`config.mk`:
```
export PLATFORM = sky130hd
export DESIGN_NAME = esn_sat_accum_frame
export DESIGN_NICKNAME = d
export VERILOG_FILES = /design/src/rtl/esn_sat_accum_frame.sv
export SDC_FILE = /design/constraint.sdc
export NUM_CORES = 1
export LEC_CHECK = 0
export BUFFER_PORTS_ARGS = -buffer_cell sky130_fd_sc_hd__buf_4
export CORE_UTILIZATION = 40
export DETAILED_ROUTE_END_ITERATION = 6
export PLACE_DENSITY = 0.63
export SYNTH_ARGS = -nofsm -noshare
export SYNTH_HDL_FRONTEND = slang
export SYNTH_SLANG_ARGS = --single-unit
```
`constraint.sdc`:
```
create_clock -name iClk -period 2.74 [get_ports iClk]
set_clock_uncertainty 0.05 [all_clocks]
set_input_delay 0.137 -clock iClk [delete_from_list [all_inputs] [get_ports iClk]]
set_output_delay 0.137 -clock iClk [all_outputs]
set_load 0.03 [all_outputs]
```
`src/rtl/esn_sat_accum_frame.sv`:
```
// Multi-channel saturating up/down accumulator that publishes per-frame channel sums.
// Optional feature: define ESN_SAT_ACCUM_LEAK_EN to carry a shifted sum into the next frame.
module esn_sat_accum_frame #(
   parameter int unsigned DATA_W     = 4,
   parameter int unsigned CH         = 2,
   parameter int unsigned STEP_W     = 2,
   parameter int unsigned FRAME_LEN  = 4,
   parameter int unsigned CNT_W      = $clog2(FRAME_LEN + 1),
   parameter int unsigned LEAK_SHIFT = 1
) (
   input  logic                     iClk,
   input  logic                     iRst_n,
   input  logic                     iClear,
   input  logic                     iValid,
   output logic                     oReady,
   input  logic [CH-1:0]            iBitU,
   input  logic [STEP_W-1:0]        iStep,
   output logic                     oValid,
   input  logic                     iReady,
   output logic [CH*DATA_W-1:0]     oSum,
   output logic [CH-1:0]            oSatFlag,
   output logic [CNT_W-1:0]         oTermCnt
);

   localparam int MaxVal = 2 ** (DATA_W - 1) - 1;
   localparam logic signed [DATA_W:0] MaxX = (DATA_W + 1)'(MaxVal);
   localparam logic signed [DATA_W:0] MinX = -MaxX;
   localparam logic [CNT_W-1:0] LastCnt = CNT_W'(FRAME_LEN - 1);

   typedef enum logic [0:0] {StAcc, StOut} state_e;

   state_e state_q, state_d;

   logic [CH-1:0][DATA_W-1:0] acc_q, acc_d;
   logic [CH-1:0][DATA_W-1:0] sum_q, sum_d;
   logic [CH-1:0][DATA_W-1:0] sum_nx;
   logic [CH-1:0][DATA_W-1:0] restart;
   logic [CH-1:0]             sat_q, sat_d;
   logic [CH-1:0]             sat_hi, sat_lo;
   logic [CNT_W-1:0]          cnt_q, cnt_d;
   logic                      valid_q, valid_d;
   logic                      accept;
   logic                      last_term;
   logic                      handshake;
   logic signed [DATA_W:0]    step_x;

   assign step_x    = $signed({{(DATA_W + 1 - STEP_W){1'b0}}, iStep});
   assign accept    = iValid && oReady;
   assign last_term = (cnt_q == LastCnt);
   assign handshake = (state_q == StOut) && iReady;

   // One guard bit keeps acc +/- step exact before clamping.
   for (genvar c = 0; c < CH; c++) begin : g_ch
      logic signed [DATA_W:0] ext;
      logic signed [DATA_W:0] raw;

      assign ext       = $signed({acc_q[c][DATA_W-1], acc_q[c]});
      assign raw       = iBitU[c] ? (ext + step_x) : (ext - step_x);
      assign sat_hi[c] = (raw > MaxX);
      assign sat_lo[c] = (raw < MinX);
      assign sum_nx[c] = sat_hi[c] ? MaxX[DATA_W-1:0] :
                         sat_lo[c] ? MinX[DATA_W-1:0] : raw[DATA_W-1:0];

`ifdef ESN_SAT_ACCUM_LEAK_EN
      assign restart[c] = $signed(sum_q[c]) >>> LEAK_SHIFT;
`else
      assign restart[c] = '0;
`endif
   end

   // State register
   always_ff @(posedge iClk or negedge iRst_n) begin
      if (!iRst_n) begin
         state_q <= StAcc;
      end else begin
         state_q <= state_d;
      end
   end

   // Next-state logic
   always_comb begin
      state_d = state_q;
      if (iClear) begin
         state_d = StAcc;
      end else begin
         unique case (state_q)
            StAcc: if (accept && last_term) state_d = StOut;
            StOut: if (iReady)              state_d = StAcc;
            default:                        state_d = StAcc;
         endcase
      end
   end

   // Output logic
   always_comb begin
      oReady = (state_q == StAcc);
   end

   always_comb begin
      acc_d   = acc_q;
      sum_d   = sum_q;
      sat_d   = sat_q;
      cnt_d   = cnt_q;
      valid_d = valid_q;
      if (iClear) begin
         acc_d   = '0;
         sat_d   = '0;
         cnt_d   = '0;
         valid_d = 1'b0;
      end else if (accept) begin
         acc_d = sum_nx;
         sat_d = sat_q | sat_hi | sat_lo;
         cnt_d = cnt_q + 1'b1;
         if (last_term) begin
            sum_d   = sum_nx;
            valid_d = 1'b1;
         end
      end else if (handshake) begin
         acc_d   = restart;
         sat_d   = '0;
         cnt_d   = '0;
         valid_d = 1'b0;
      end
   end

   always_ff @(posedge iClk or negedge iRst_n) begin
      if (!iRst_n) begin
         acc_q   <= '0;
         sum_q   <= '0;
         sat_q   <= '0;
         cnt_q   <= '0;
         valid_q <= 1'b0;
      end else begin
         acc_q   <= acc_d;
         sum_q   <= sum_d;
         sat_q   <= sat_d;
         cnt_q   <= cnt_d;
         valid_q <= valid_d;
      end
   end

   assign oSum     = sum_q;
   assign oSatFlag = sat_q;
   assign oTermCnt = cnt_q;
   assign oValid   = valid_q;

endmodule

```
==> summary.md <==
| Metric | Value |
|---|---|
| CTS tree | done |
| Worst Hold Class | input port to flop |
| Routed wire length | about 3100 µm |
| Cell area after synthesis | about 0.0015 mm² |
| CP cell instances | buf_4 -> inv_1 -> ha_1 -> mux2_2 -> ha_1 -> a21o_1 -> maj3_1 -> xnor2_2 -> maj3_1 -> o21ai_0 |
| Root Buffer | clkbuf_8 |
| CP Data Required Time | approximately 2.9 ns |
| Post-synth top area share | a little under two fifths |
| Outcome | complete, no violations |
| Synth Area per Inst | between 9 and 10 µm² |
| Die height | about 63 µm |
| Via/cell ratio | about 5.4 |
| Synth unique cells | between 40 and 50 |
| Slew HR | between 60% and 70% |
| Commonest cells in the synthesized netlist | dfrtp_1, nand2_1, o21ai_0 |
| Kind of critical path | input port to flop |
| Warnings, synthesis | 0 |
| Core Rows | 21 |
| CTS clk-pin slew, worst paths | 0.07 ns |
| Post-synth EDFFs | 0 |
| Pin count of the biggest net entering global routing | 24 |
| Total Die Area | roughly 0.004 mm² |
| Initial DRC Count | 44 |
| Final setup fails | 0 |
| H-tree depth | 1 |
| Postcts setup bufs | 0 |
| Flop and latch count out of synthesis | 23 |
| Critical Path AT | 2.46 ns |
| Die width | between 60 and 70 µm |
| Post-DP HPWL | 2430 µm |
| Slowest CP cell | maj3_1 |
| Drt pass-1 iters | 4 |
| Initial antenna violation count | 0 |
| Mapped Cells | between 150 and 200 |
| Final net count | approximately 210 |
| Most area-consuming cells after synthesis | dfrtp_1, ha_1, nand2_1, o21ai_0, xnor2_1 |
| CP delay by family, top | adder cells |
| Min Tclk post-route | about 2.3 ns |
| Core area | about 0.0035 mm² |
| Pwr Total | approximately 1.1 mW |
| Initial Util | 43.3% |
| Vias | between 1k and 1.5k |
| Max Root-Sink Buffers | 2 |
| Leak | between 0.8 and 0.9 nW |
| Vias in the first global route | between 1k and 1.5k |
| Int Pwr | around 0.70 mW |
| Reg power frac | 39.5% |
| IO buf count | 23 |
| Worst-path fanout max | 8 |
| RSZ-0062 raised after global routing | no |
| Pre-CTS WS | just over 0.1 ns |
| Worst setup margin | 0.399 ns |
| Startpoint types | input port |
| Ys async rst share | 100% |
| Cts repair resizes | 0 |
| Clk pwr share | roughly 18% |
| Maxcap violations | 0 |
| CTS sink cnt | 23 |
| Dominant synthesized flop cell | dfrtp_1 |
| Hold WS | approximately 0.15 ns |
| Total track usage | between 15 and 20% |
| VDD IR max | just over 300 µV |
| Fin Setup TNS | 0 ns |
| Post-Syn Nets | ~180 |
| Fillers | approximately 350 |
| Pwr/cell area | 638 mW/mm² |
| ANT cells | 0 |
| Worst slew pin tran | a little under 0.5 ns |
| Final Instance Area | around 0.0018 mm² |
| Final Hold Fails | 0 |
| DRT antenna net count | 0 |
| Cell Area, Placed | about 0.0017 mm² |
| DRC | 0 |
| Tcrit/Tclk final | between 80% and 90% |
| Combinational group share of total power | between 40% and 50% |
| Register area share after synthesis | about two fifths |
| Global-route wire length before repair | between 5000 and 6000 µm |
| Area Overhead vs Synth | 16.7% |
| Switching Share | between 30 and 40% |
| FMAX | about 430 MHz |
| CP Capture Type | flop |
| Clock Latency Late Sink | 0.26 ns |
| Final Slew Violations | 0 |
| Routability cong. | ~0.86 |
| CP max stage delay | 0.38 ns |
| Critical path buffer and inverter count | 2 |
| Grt ovf | 0 |
| WL per Instance | between 10 and 15 µm |
| Num CTS Buffers | 3 |
| Share of layout cells above drive strength 1 | 20.4% |
| Psw | 0.420 mW |
| Area leader, netlist | dfrtp_1 |
| Ports | 24 |
-- layout make-up --
class / count / area (µm²) / area share [%]
tap: 46 / 57.6 / 3.28
inverter: 12 / 45.0 / 2.57
sequential: 23 / 576 / 32.8
multi-input combinational: 120 / 825 / 47.0
clock buffer: 4 / 45.0 / 2.57
timing repair buffer: 27 / 205 / 11.7
-- routing by layer --
layer  wire length [µm]  global-route usage [%]  up-vias
li1                   -                       -      619
met1               1370                    20.5      595
met2               1600                    29.4       27
met3                108                    3.44        5
met4                 42                    4.55        0
met5                  0                       0        -
-- worst reg2reg max path: stages (launching register included) --
cell       delay [ns]
dfrtp_1          0.43
ha_1             0.23
fa_1             0.43
xnor2_1          0.24
xnor2_1          0.20
o21ai_0          0.15
a2111oi_0        0.40
a211oi_1         0.08
-- stage by stage --
stage,cells,utilization [%]
6_report,232,50.5
5_1_grt,232,50.5
4_1_cts,232,50.5
3_5_place_dp,227,49.0
3_3_place_gp,227,49.0
2_1_floorplan,162,-
-- sequential cells by signal (all words and copies together) (netlist names) --
register / cells
oSum: 8
state_q: 1
oTermCnt: 3
oSatFlag: 2
oValid: 1
acc_q: 8
-- cell families after synthesis --
family / Yosys count / synth area share, %
multiplexers: 4 / 2.92
AND/OR/NAND/NOR: 50 / 16.8
XOR/XNOR: 7 / 4.58
flip-flops: 23 / 38.3
AO/OA/AOI/OAI: 45 / 18.5
buffers and inverters: 19 / 6.75
adder cells (fa/ha/maj): 14 / 12.1
-- timing repair --
action / 4_1_cts / 5_1_grt
setup endpoints to repair: 0 / 0
endpoints found under the hold margin: 23 / 0
hold buffers: 1 / 0
-- cell usage in the layout (no fill, tap or decap), types with 2 or more instances in the layout --
cell type  count
buf_4         26
nand2_1       23
dfrtp_1       23
o21ai_0       15
inv_1         12
a21oi_1        8
ha_1           8
xnor2_1        6
nor2_1         5
nor3_1         5
o21ai_1        4
mux2_2         3
maj3_1         3
or3_1          3
o31ai_1        3
clkbuf_8       3
nor2b_1        2
and2_1         2
a21o_1         2
a211oi_1       2
a221oi_1       2
nor4_1         2
a21boi_0       2
fa_1           2
-- final timing paths --
| kind | slack (ns) | start | to | depth (start not counted) |
|---|---|---|---|---|
| min in group asynchronous | 0.25 | iRst_n | oTermCnt[0] | 2 |
| max in group asynchronous | 2.16 | iRst_n | oSum[6] | 2 |
| min | 0.15 | iValid | state_q | 3 |
| max | 0.40 | iStep[0] | oSum[2] | 10 |
| max reg2reg | 0.41 | acc_q[0] | acc_q[0] | 7 |
| min reg2reg | 0.44 | oSum[5] | oSum[5] | 2 |
-- power by group through the flow --
stage	registers [mW]	clock network (mW)	logic [mW]
global placement	0.447	0	0.463
floorplan	0.506	0	0.267
finish	0.442	0.204	0.473
detailed placement	0.450	0	0.473
global route	0.450	0.225	0.522
CTS	0.443	0.210	0.476
Note: power is estimated with default switching activity, not from simulation.
